**config.mk**
```make
export PLATFORM = sky130hd
export DESIGN_NAME = io_fifo_unit_flat
export DESIGN_NICKNAME = d
export VERILOG_FILES = /design/src/rtl/io_defs.sv /design/src/rtl/io_fifo_unit_if.sv /design/src/rtl/io_sync_fifo.sv /design/src/rtl/io_fifo_unit.sv /design/src/flat_wrapper.sv
export SDC_FILE = /design/constraint.sdc
export NUM_CORES = 1
export LEC_CHECK = 0
export BUFFER_PORTS_ARGS = -buffer_cell sky130_fd_sc_hd__buf_2
export CAP_MARGIN = 20
export CORE_MARGIN = 4
export CORE_UTILIZATION = 57
export CTS_CLUSTER_DIAMETER = 60
export CTS_CLUSTER_SIZE = 10
export DETAILED_ROUTE_END_ITERATION = 12
export GPL_TIMING_DRIVEN = 0
export PLACE_DENSITY = 0.85
export SETUP_SLACK_MARGIN = 0.1
export SLEW_MARGIN = 20
export SYNTH_ARGS = -nofsm -noshare
export SYNTH_HDL_FRONTEND = slang
export SYNTH_SLANG_ARGS = --single-unit
```
**constraint.sdc**
```tcl
create_clock -name clk -period 5 [get_ports clk]
set_input_delay 0.75 -clock clk [delete_from_list [all_inputs] [get_ports clk]]
set_output_delay 0.75 -clock clk [all_outputs]
set_load 0.02 [all_outputs]
```
**src/rtl/io_defs.sv**
```systemverilog
// Shared definitions for the buffered byte I/O unit: opcode decode and IN state encoding.
package io_defs;

  localparam logic [2:0] OP_IO  = 3'b011;
  localparam int         OPB_IN = 3;

  typedef enum logic {
    IDLE = 1'b0,
    WAIT = 1'b1
  } io_state_e;

  function automatic logic is_io_op(input logic [5:0] ope);
    return ope[2:0] == OP_IO;
  endfunction

endpackage

```
**src/rtl/io_fifo_unit_if.sv**
```systemverilog
// Issue, write-back and byte-stream handshake bundle of the buffered I/O unit.
interface io_fifo_unit_if #(
  parameter int DATA_W = 8,
  parameter int WORD_W = 32,
  parameter int REG_W  = 6
);

  logic [5:0]        ope;
  logic [WORD_W-1:0] ds_val;
  logic [REG_W-1:0]  dd;
  logic [6:0]        is_busy;
  logic [REG_W-1:0]  io_addr;
  logic [WORD_W-1:0] io_dd_val;
  logic [DATA_W-1:0] io_in_data;
  logic              io_in_vld;
  logic              io_in_rdy;
  logic [DATA_W-1:0] io_out_data;
  logic              io_out_vld;
  logic              io_out_rdy;

  modport master (
    output ope, ds_val, dd, io_in_data, io_in_vld, io_out_rdy,
    input  is_busy, io_addr, io_dd_val, io_in_rdy, io_out_data, io_out_vld
  );

  modport slave (
    input  ope, ds_val, dd, io_in_data, io_in_vld, io_out_rdy,
    output is_busy, io_addr, io_dd_val, io_in_rdy, io_out_data, io_out_vld
  );

endinterface

```
**src/rtl/io_sync_fifo.sv**
```systemverilog
// Single-clock FIFO with count, full/empty flags and a zero-when-empty head view.
module io_sync_fifo #(
  parameter int WIDTH = 8,
  parameter int DEPTH = 4
) (
  input  logic                   clk,
  input  logic                   rstn,
  input  logic                   push_i,
  input  logic                   pop_i,
  input  logic [WIDTH-1:0]       din_i,
  output logic [WIDTH-1:0]       head_o,
  output logic                   full_o,
  output logic                   empty_o,
  output logic [$clog2(DEPTH):0] count_o
);

  localparam int AW = $clog2(DEPTH);
  localparam int CW = AW + 1;

  logic [WIDTH-1:0] mem_q [DEPTH];
  logic [AW-1:0]    wr_ptr_q, wr_ptr_d;
  logic [AW-1:0]    rd_ptr_q, rd_ptr_d;
  logic [CW-1:0]    count_q, count_d;
  logic             do_push, do_pop;

  assign full_o  = (count_q == CW'(DEPTH));
  assign empty_o = (count_q == '0);
  assign count_o = count_q;
  assign head_o  = empty_o ? '0 : mem_q[rd_ptr_q];

  // A push into a full FIFO is only legal when the head leaves on the same edge.
  assign do_pop  = pop_i & ~empty_o;
  assign do_push = push_i & (~full_o | do_pop);

  always_comb begin
    wr_ptr_d = wr_ptr_q;
    rd_ptr_d = rd_ptr_q;
    count_d  = count_q;
    if (do_push) wr_ptr_d = wr_ptr_q + AW'(1);
    if (do_pop)  rd_ptr_d = rd_ptr_q + AW'(1);
    if (do_push && !do_pop)      count_d = count_q + CW'(1);
    else if (!do_push && do_pop) count_d = count_q - CW'(1);
  end

  always_ff @(posedge clk or negedge rstn) begin
    if (!rstn) begin
      wr_ptr_q <= '0;
      rd_ptr_q <= '0;
      count_q  <= '0;
    end else begin
      wr_ptr_q <= wr_ptr_d;
      rd_ptr_q <= rd_ptr_d;
      count_q  <= count_d;
    end
  end

  always_ff @(posedge clk) begin
    if (do_push) mem_q[wr_ptr_q] <= din_i;
  end

endmodule

```
**src/rtl/io_fifo_unit.sv**
```systemverilog
// Buffered execution-stage IN/OUT unit with input/output byte FIFOs and one-cycle write-back.
// Define IO_IN_BYPASS_EN to forward a byte arriving during WAIT straight to write-back.
//
// state | meaning
// IDLE  | accepting IO ops; IN with a buffered byte completes immediately
// WAIT  | IN issued on an empty input FIFO; holding its destination until a byte arrives
module io_fifo_unit
  import io_defs::*;
#(
  parameter int DATA_W    = 8,
  parameter int WORD_W    = 32,
  parameter int REG_W     = 6,
  parameter int IN_DEPTH  = 4,
  parameter int OUT_DEPTH = 4
) (
  input  logic           clk,
  input  logic           rstn,
  io_fifo_unit_if.slave  bus
);

  io_state_e         state_q, state_d;
  logic [REG_W-1:0]  dd_q, dd_d;
  logic [REG_W-1:0]  addr_q, addr_d;
  logic [WORD_W-1:0] dd_val_q, dd_val_d;

  logic              io_busy, io_op;
  logic              bypass_take;
  logic              in_push, in_pop, in_full, in_empty;
  logic              out_push, out_pop, out_full, out_empty;
  logic [DATA_W-1:0] in_head, out_head;
  logic [$clog2(IN_DEPTH):0]  in_cnt;
  logic [$clog2(OUT_DEPTH):0] out_cnt;
  logic              unused_bits;

  // Busy never looks at ope, so the issuer can sample it before presenting an op.
  assign io_busy = out_full | (state_q == WAIT);
  assign io_op   = is_io_op(bus.ope) & ~io_busy;

  always_comb begin
    state_d     = state_q;
    dd_d        = dd_q;
    addr_d      = '0;
    dd_val_d    = dd_val_q;
    in_pop      = 1'b0;
    out_push    = 1'b0;
    bypass_take = 1'b0;
    case (state_q)
      IDLE: begin
        if (io_op) begin
          if (bus.ope[OPB_IN]) begin
            if (!in_empty) begin
              in_pop   = 1'b1;
              addr_d   = bus.dd;
              dd_val_d = {{(WORD_W-DATA_W){1'b0}}, in_head};
            end else begin
              dd_d    = bus.dd;
              state_d = WAIT;
            end
          end else begin
            out_push = 1'b1;
          end
        end
      end
      WAIT: begin
        if (!in_empty) begin
          in_pop   = 1'b1;
          addr_d   = dd_q;
          dd_val_d = {{(WORD_W-DATA_W){1'b0}}, in_head};
          state_d  = IDLE;
        end
`ifdef IO_IN_BYPASS_EN
        else if (bus.io_in_vld) begin
          bypass_take = 1'b1;
          addr_d      = dd_q;
          dd_val_d    = {{(WORD_W-DATA_W){1'b0}}, bus.io_in_data};
          state_d     = IDLE;
        end
`endif
      end
      default: state_d = IDLE;
    endcase
  end

  always_ff @(posedge clk or negedge rstn) begin
    if (!rstn) begin
      state_q  <= IDLE;
      dd_q     <= '0;
      addr_q   <= '0;
      dd_val_q <= '0;
    end else begin
      state_q  <= state_d;
      dd_q     <= dd_d;
      addr_q   <= addr_d;
      dd_val_q <= dd_val_d;
    end
  end

  assign in_push = bus.io_in_vld & bus.io_in_rdy & ~bypass_take;
  assign out_pop = ~out_empty & bus.io_out_rdy;

  io_sync_fifo #(.WIDTH(DATA_W), .DEPTH(IN_DEPTH)) u_in_fifo (
    .clk     (clk),
    .rstn    (rstn),
    .push_i  (in_push),
    .pop_i   (in_pop),
    .din_i   (bus.io_in_data),
    .head_o  (in_head),
    .full_o  (in_full),
    .empty_o (in_empty),
    .count_o (in_cnt)
  );

  io_sync_fifo #(.WIDTH(DATA_W), .DEPTH(OUT_DEPTH)) u_out_fifo (
    .clk     (clk),
    .rstn    (rstn),
    .push_i  (out_push),
    .pop_i   (out_pop),
    .din_i   (bus.ds_val[DATA_W-1:0]),
    .head_o  (out_head),
    .full_o  (out_full),
    .empty_o (out_empty),
    .count_o (out_cnt)
  );

  assign bus.io_in_rdy   = ~in_full;
  assign bus.io_out_vld  = ~out_empty;
  assign bus.io_out_data = out_head;
  assign bus.is_busy     = {6'b0, io_busy};
  assign bus.io_addr     = addr_q;
  assign bus.io_dd_val   = dd_val_q;

  assign unused_bits = ^{in_cnt, out_cnt, bus.ope[5:4], bus.ds_val[WORD_W-1:DATA_W]};

endmodule

```
**src/flat_wrapper.sv**
```systemverilog
// flat-port wrapper written by rule: the top's interface ports become plain ports
module io_fifo_unit_flat import io_defs::*;
#(
  parameter int DATA_W    = 8,
  parameter int WORD_W    = 32,
  parameter int REG_W     = 6,
  parameter int IN_DEPTH  = 4,
  parameter int OUT_DEPTH = 4
)
  (clk, rstn, bus_ope, bus_ds_val, bus_dd, bus_io_in_data, bus_io_in_vld, bus_io_out_rdy, bus_is_busy, bus_io_addr, bus_io_dd_val, bus_io_in_rdy, bus_io_out_data, bus_io_out_vld);
  io_fifo_unit_if #(.DATA_W(DATA_W), .WORD_W(WORD_W), .REG_W(REG_W)) bus_i ();
  input  logic clk;
  input  logic rstn;
  input wire logic [$bits(bus_i.ope)-1:0] bus_ope;
  input wire logic [$bits(bus_i.ds_val)-1:0] bus_ds_val;
  input wire logic [$bits(bus_i.dd)-1:0] bus_dd;
  input wire logic [$bits(bus_i.io_in_data)-1:0] bus_io_in_data;
  input wire logic [$bits(bus_i.io_in_vld)-1:0] bus_io_in_vld;
  input wire logic [$bits(bus_i.io_out_rdy)-1:0] bus_io_out_rdy;
  output wire logic [$bits(bus_i.is_busy)-1:0] bus_is_busy;
  output wire logic [$bits(bus_i.io_addr)-1:0] bus_io_addr;
  output wire logic [$bits(bus_i.io_dd_val)-1:0] bus_io_dd_val;
  output wire logic [$bits(bus_i.io_in_rdy)-1:0] bus_io_in_rdy;
  output wire logic [$bits(bus_i.io_out_data)-1:0] bus_io_out_data;
  output wire logic [$bits(bus_i.io_out_vld)-1:0] bus_io_out_vld;
  assign bus_i.ope = bus_ope;
  assign bus_i.ds_val = bus_ds_val;
  assign bus_i.dd = bus_dd;
  assign bus_i.io_in_data = bus_io_in_data;
  assign bus_i.io_in_vld = bus_io_in_vld;
  assign bus_i.io_out_rdy = bus_io_out_rdy;
  assign bus_is_busy = bus_i.is_busy;
  assign bus_io_addr = bus_i.io_addr;
  assign bus_io_dd_val = bus_i.io_dd_val;
  assign bus_io_in_rdy = bus_i.io_in_rdy;
  assign bus_io_out_data = bus_i.io_out_data;
  assign bus_io_out_vld = bus_i.io_out_vld;
  io_fifo_unit #(.DATA_W(DATA_W), .WORD_W(WORD_W), .REG_W(REG_W), .IN_DEPTH(IN_DEPTH), .OUT_DEPTH(OUT_DEPTH)) u_core (.clk(clk), .rstn(rstn), .bus(bus_i));
endmodule
```
-- Yosys cells after proc, flatten, opt, wreduce, memory -nomap -nowiden
Memories as Yosys holds them, arrays and structs flattened.
Cells that the tools add are included.
- bits in registers: 59
- latch bits: 0
- RAM bits: 64
- memory bits (read-only): 0
- input port bits: 56
- output and inout bits: 55
- logic and storage cells: 84
- memories: 2
- memories (name ; depth ; width ; read ports ; clocked after memory_dff ; wr ports ; RTL line ; text):
    u_core.u_in_fifo.mem_q ; 4 ; 8 ; 1 ; 0 ; 1 ; io_sync_fifo.sv:20 ; logic [WIDTH-1:0] mem_q [DEPTH];
    u_core.u_out_fifo.mem_q ; 4 ; 8 ; 1 ; 0 ; 1 ; io_sync_fifo.sv:20 ;
- add/sub/neg operators: 8
- $mul: 0
- divide/modulo/power cells: 0
- magnitude comparators: 0
- eq/ne operators: 5
- shift operators: 0
- muxes and demuxes: 29
- bitwise logic cells: 16
- reduce and logical (&&, ||, !) cells: 14
- operator list (cell ; count):
    two-way mux 32 bit ; 3
    one-hot mux 32 bit (2 select lines) ; 1
    two-way mux 6 bit ; 4
    two-way mux 1 bit ; 13
    two-way mux 3 bit ; 4
    one-hot mux 6 bit (2 select lines) ; 1
    adder 2 x 1 -> 2 bit (second input constant) ; 4
    two-way mux 8 bit ; 1
    AND 1 bit ; 7
    adder 3 x 1 -> 3 bit (second input constant) ; 2
    == test 3 bit (second input constant) ; 2
    zero test 3 bit ; 2
    NOT 1 bit ; 6
    subtractor 3 x 1 -> 3 bit (second input constant) ; 2
    logical AND 1 bit ; 4
    zero test 1 bit ; 4
    one-hot mux 1 bit (2 select lines) ; 2
    AND reduction 4 bit ; 1
    nonzero test 2 bit ; 2
    == test 3 x 2 -> 1 bit (second input constant) ; 1
    OR 1 bit ; 3
    != test 2 x 1 -> 1 bit (second input constant) ; 1
    != test 2 bit (second input constant) ; 1
    AND reduction 2 bit ; 1

-- Longest topological paths before layout
- depth in word-level cells: 13
- mapped depth: 9
- mapped depth without buffers: 8

-- Hierarchy
From an unflattened synthesis, not the netlist that was laid out.
- cell total of the unflattened synthesis: 265
- area total of the unflattened synthesis: 4421.7 um^2
- modules (own cells, without submodules) (module ; instances ; cells an instance ; area an instance (um^2) ; sequential area each (um^2)):
    io_sync_fifo ; 2 ; 87 ; 1642.8 ; 1136.1
    io_fifo_unit ; 1 ; 91 ; 1136.1 ; 525.5

-- Worst setup path before layout
Ideal clock, no wire load.
- path kind: input-to-reg
- from: in bus_ope[3]
- to: reg u_core.u_in_fifo.count_q[2], in the netlist u_core.u_in_fifo.count_o[2]
- setup time: 0.079 ns
- arrival: 2.419 ns
- data required time: 4.921 ns
- path slack: 2.501 ns
- stages on the path: 9
- path buffers: 1
- cell sequence: and4b_1 buf_2 o211ai_4 ha_1 inv_1 fa_1 xor2_1 nor2_1 xor2_1
- cells in the longest elaborated chain, start to end: 9
- elaborated cells between the ends (all ways): 12
- classes of those cells: mux: 4; bitwise: 3; reduce/logical: 5
- RTL lines (element ; RTL line ; text):
    start: declaration ; flat_wrapper.sv:14 ; input wire logic [$bits(bus_i.ope)-1:0] bus_ope;
    two-way mux 1 bit (*) ; io_fifo_unit.sv:50 ; if (bus.ope[OPB_IN]) begin
    two-way mux 1 bit (*) ; io_fifo_unit.sv:49 ; if (io_op) begin
    one-hot mux 1 bit (2 select lines) (*) ; io_fifo_unit.sv:47 ; case (state_q)
    AND 1 bit (*) ; io_sync_fifo.sv:32 ; assign do_pop = pop_i & ~empty_o;
    OR 1 bit ; io_sync_fifo.sv:33 ; assign do_push = push_i & (~full_o | do_pop);
    AND 1 bit ; io_sync_fifo.sv:33 ;
    zero test 1 bit ; io_sync_fifo.sv:42 ; else if (!do_push && do_pop) count_d = count_q - CW'(1);
    logical AND 1 bit ; io_sync_fifo.sv:42 ;
    nonzero test 2 bit (no line) ; - ;
    end signal: assignment ; io_sync_fifo.sv:53 ; count_q <= count_d;
    end: declaration ; io_sync_fifo.sv:23 ; logic [CW-1:0] count_q, count_d;
Every way passes the cells marked *; elsewhere a longest branch is shown, timed or not.
A chain may end at the register's enable or synchronous reset.

-- Worst setup path after layout
- from: reg u_core.u_out_fifo.rd_ptr_q[0]
- to: out bus_io_out_data[5]
- cells in the longest elaborated chain, start to end: 2
- RTL lines (element ; RTL line ; text):
    start: declaration ; io_sync_fifo.sv:22 ; logic [AW-1:0] rd_ptr_q, rd_ptr_d;
    start signal: assignment ; io_sync_fifo.sv:52 ; rd_ptr_q <= rd_ptr_d;
    memory (4 x 8 bit) ; - ;
    two-way mux 8 bit ; io_sync_fifo.sv:29 ; assign head_o = empty_o ? '0 : mem_q[rd_ptr_q];
    end: declaration ; flat_wrapper.sv:24 ; output wire logic [$bits(bus_i.io_out_data)-1:0] bus_io_out_data;
Every way passes these cells.

==> reports/summary.txt <==
OUTCOME
-------------------------------------------------------------------------------------
Run status                                                                  completed

SETUP PATH
-------------------------------------------------------------------------------------
Startpoint types                                                            flip-flop
Peak fanout along the critical path                                                10
Category of the worst setup path capture point                            output port
Setup slack of the most critical reg-to-reg path                              2.49 ns
Critical setup path kind                                                 flip-flop to output port
Critical path data arrival time                                               1.88 ns
CP Data Required Time                                                         4.25 ns

LAYOUT
-------------------------------------------------------------------------------------
Most frequent cells in the layout                                        sky130_fd_sc_hd__edfxtp_1, sky130_fd_sc_hd__buf_2, sky130_fd_sc_hd__dfrtp_1, sky130_fd_sc_hd__buf_4, sky130_fd_sc_hd__conb_1
Number of nets in the finished design                                             422
Synthesis-to-layout area growth                                                15.68%
Finished Cell Area                                                           5022 µm²
Proportion of layout cells with a drive suffix above 1                         39.83%
Combined area of the multi-input logic cells                                 1341 µm²
FF+latch area                                                                2798 µm²
Most frequent standard cell in the layout excluding fill and tap cells   sky130_fd_sc_hd__edfxtp_1
Fill cell instance count of the final layout                                      515
Number of inserted diodes                                                           0

YOSYS
-------------------------------------------------------------------------------------
Number of synthesized register bits                                                99
Gate count of the mapped netlist                                                  260
Number of warnings reported in the yosys synthesis log                              0
Mean Syn Cell Area                                                          16.70 µm²
Part of the Yosys area used for sequential elements                            64.44%
Count of unique library cells instantiated by Yosys                                33
Post-synthesis instance area                                                 4342 µm²

CLOCK TREE
-------------------------------------------------------------------------------------
Quantity of hold-fixing buffers added after cts                                     0
Clk buf depth                                                                       2
Post-CTS Repair Setup Buffers                                                       0
Clock-pin slew of the registers on the worst-case setup and hold paths        0.09 ns
CTS Buf Count                                                                       9
Number of gates given a new drive strength after cts                                0
Cell chosen for the clock root                                           sky130_fd_sc_hd__clkbuf_8
H-tree levels                                                                       3
Count of clock tree sinks                                                          99
Clock insertion delay at the later pin of the skew report                     0.36 ns
CTS tree                                                                        built

GLOBAL ROUTING
-------------------------------------------------------------------------------------
Maximum number of pins on one net before global-route repair                       36
First-pass GRT wire length                                                   11.23 mm
Via count of the first global-routing pass                                       2319
Number of antenna violations at the first check in global routing                   0
GR Util All Layers                                                             17.03%
Grt total ovfl                                                                      0

PWR
-------------------------------------------------------------------------------------
Total chip power                                                              2460 µW
Lkg Pwr                                                                   0.002087 µW
Worst vdd rail ir drop                                                      0.3444 mV
Power Dens Cells                                                         489.7 nW/µm²

PLACEMENT
-------------------------------------------------------------------------------------
Number of buffers inserted by port buffering                                       54
Routability Congestion                                                         0.7493
Post-place instance area                                                     4845 µm²
HPWL after detailed placement                                                5.055 mm

DIE
-------------------------------------------------------------------------------------
Num rows                                                                           31
Die width                                                                    95.28 µm
DIE AREA                                                                     9077 µm²
Core area                                                                    7331 µm²
Die span in y                                                                95.28 µm
Initial cell density of the core                                               59.23%
Boundary Pins                                                                     111

DRT
-------------------------------------------------------------------------------------
Total number of vias                                                             2270
Wire length per cell after detailed routing                                  15.52 µm
Number of DRC violations after detailed routing                                     0
Routed WL                                                                    7.107 mm
Count of routing violations after the opening detailed-route iteration            106
Via density per instance                                                        4.956
Post-detailed-route count of antenna-violating nets                                 0
Detailed Routing Iterations Pass 1                                                  4

STA
-------------------------------------------------------------------------------------
Setup repair after global routing missed its margin                                no
Peak clock frequency supported by timing                                    380.9 MHz
Clock skew after layout                                                    0.01167 ns
Hold violation count in the final report                                            0
Slew at the pin closest to its max-slew limit                               0.8263 ns
Relative max-transition margin                                                 44.49%
Minimum clock period                                                         2.625 ns
Period utilization                                                             52.50%
Final sum of negative setup slack                                                0 ns
Final setup violation count                                                         0
Max-slew violation total from the final report                                      0

MIN PATH
-------------------------------------------------------------------------------------
Worst hold path class                                                    primary input to asynchronous set/reset pin

JOB
-------------------------------------------------------------------------------------
Max_cap viols                                                                       0

-- sequential cells by signal, indices dropped and copies added, names as in the netlist --
register / flops
u_core.u_in_fifo.count_o: 3
u_core.u_out_fifo.wr_ptr_q: 2
u_core.u_in_fifo.mem_q: 32
u_core.state_q: 1
u_core.u_in_fifo.wr_ptr_q: 2
u_core.u_out_fifo.rd_ptr_q: 2
u_core.u_out_fifo.mem_q: 32
u_core.bus.io_dd_val: 8
u_core.dd_q: 6
u_core.u_in_fifo.rd_ptr_q: 2
u_core.u_out_fifo.count_o: 3
u_core.bus.io_addr: 6
-- where the power goes --
group / switching (µW) / internal [µW] / leakage (µW)
combinational: 451 / 402 / 0.000986
clock: 279 / 183 / 0.0000818
sequential: 95.6 / 1050 / 0.00102
-- worst max-delay path: stages (launching register included) --
cell and delay, ns:
sky130_fd_sc_hd__dfrtp_1 0.33, sky130_fd_sc_hd__buf_2 0.31, sky130_fd_sc_hd__mux4_2 0.55, sky130_fd_sc_hd__and2_1 0.17, sky130_fd_sc_hd__buf_2 0.15
-- final timing paths --
path	endpoint	depth (start not counted)	start
setup / recovery	bus_io_out_data[5]	4	u_core.u_out_fifo.rd_ptr_q[0]
hold / removal	u_core.u_in_fifo.wr_ptr_q[0]	1	rstn
setup reg to reg	u_core.u_in_fifo.count_o[2]	9	u_core.state_q
hold reg to reg	u_core.u_out_fifo.count_o[2]	1	u_core.u_out_fifo.count_o[2]
max in group asynchronous	u_core.u_out_fifo.count_o[0]	1	rstn
min in group clk	u_core.u_out_fifo.count_o[2]	1	u_core.u_out_fifo.count_o[2]
-- synth_stat cells --
master | n | area, µm²
sky130_fd_sc_hd__or4b_4 | 1 | 13.76
sky130_fd_sc_hd__mux2_4 | 6 | 90.09
sky130_fd_sc_hd__o211ai_4 | 1 | 21.27
sky130_fd_sc_hd__nand3b_1 | 1 | 7.510
sky130_fd_sc_hd__o2111ai_1 | 1 | 8.760
sky130_fd_sc_hd__mux2_2 | 12 | 135.1
sky130_fd_sc_hd__buf_2 | 3 | 15.01
sky130_fd_sc_hd__xor2_1 | 4 | 35.03
sky130_fd_sc_hd__a21oi_1 | 7 | 35.03
sky130_fd_sc_hd__and4b_1 | 2 | 20.02
sky130_fd_sc_hd__or3_1 | 2 | 12.51
sky130_fd_sc_hd__nand2b_1 | 1 | 6.260
sky130_fd_sc_hd__and2_1 | 16 | 100.1
sky130_fd_sc_hd__or3b_1 | 1 | 8.760
sky130_fd_sc_hd__buf_4 | 31 | 232.7
sky130_fd_sc_hd__conb_1 | 1 | 3.750
sky130_fd_sc_hd__mux4_2 | 16 | 360.4
sky130_fd_sc_hd__nor4b_4 | 1 | 23.77
sky130_fd_sc_hd__clkbuf_1 | 3 | 11.26
sky130_fd_sc_hd__edfxtp_1 | 64 | 1922
sky130_fd_sc_hd__nand4b_1 | 6 | 52.55
sky130_fd_sc_hd__dfrtp_1 | 35 | 875.8
sky130_fd_sc_hd__nor3_1 | 1 | 5.000
sky130_fd_sc_hd__xnor2_1 | 8 | 70.07
sky130_fd_sc_hd__nand3_1 | 1 | 5.000
sky130_fd_sc_hd__buf_6 | 2 | 22.52
sky130_fd_sc_hd__buf_1 | 2 | 7.510
sky130_fd_sc_hd__a21boi_1 | 1 | 7.510
sky130_fd_sc_hd__fa_1 | 2 | 40.04
sky130_fd_sc_hd__inv_1 | 6 | 22.52
sky130_fd_sc_hd__nor2_1 | 4 | 15.01
sky130_fd_sc_hd__ha_1 | 10 | 125.1
sky130_fd_sc_hd__nand2_1 | 8 | 30.03
-- layer usage --
metal / GRT usage, % / up-vias / share of wire [%]
met4: 6.250 / 0 / 1.5
met5: 0 / - / 0
met2: 30.79 / 47 / 55
met3: 4.578 / 9 / 5.2
met1: 19.22 / 1142 / 38
li1: - / 1072 / -
-- layout make-up --
cell class	count	area share [%]
sequential	99	55.70
buffer	41	5.755
timing repair buffer	54	5.381
multi-input combinational	143	26.71
clock buffer	9	2.466
tap	99	2.466
clock inverter	7	1.071
inverter	6	0.4484
-- stage by stage --
stage | utilization (%) | instances | worst slack (ns) | hold WS [ns]
after floorplan | - | 289 | 2.501 | 0.4544
after global placement | 66.09 | 442 | 2.198 | 0.4796
after detailed placement | 66.09 | 442 | 2.121 | 0.4972
after CTS | 68.51 | 458 | 2.342 | 0.4776
after global routing | 68.51 | 458 | 2.270 | 0.5198
final | 68.51 | 458 | 2.375 | 0.4579
-- cell families (layout without fill, tap and decap cells) --
kind of cell             Yosys count  count (layout)  synth area share, %
multiplexers                      34              34                13.49
AO/OA/AOI/OAI                     10              10                1.671
adder cells (fa/ha/maj)           12              12                3.804
AND/OR/NAND/NOR                   45              45                6.916
other                              1              30              0.08637
buffers and inverters             47             117                7.176
flip-flops                        99              99                64.44
XOR/XNOR                          12              12                2.421
Note: power is estimated with default switching activity, not from simulation.
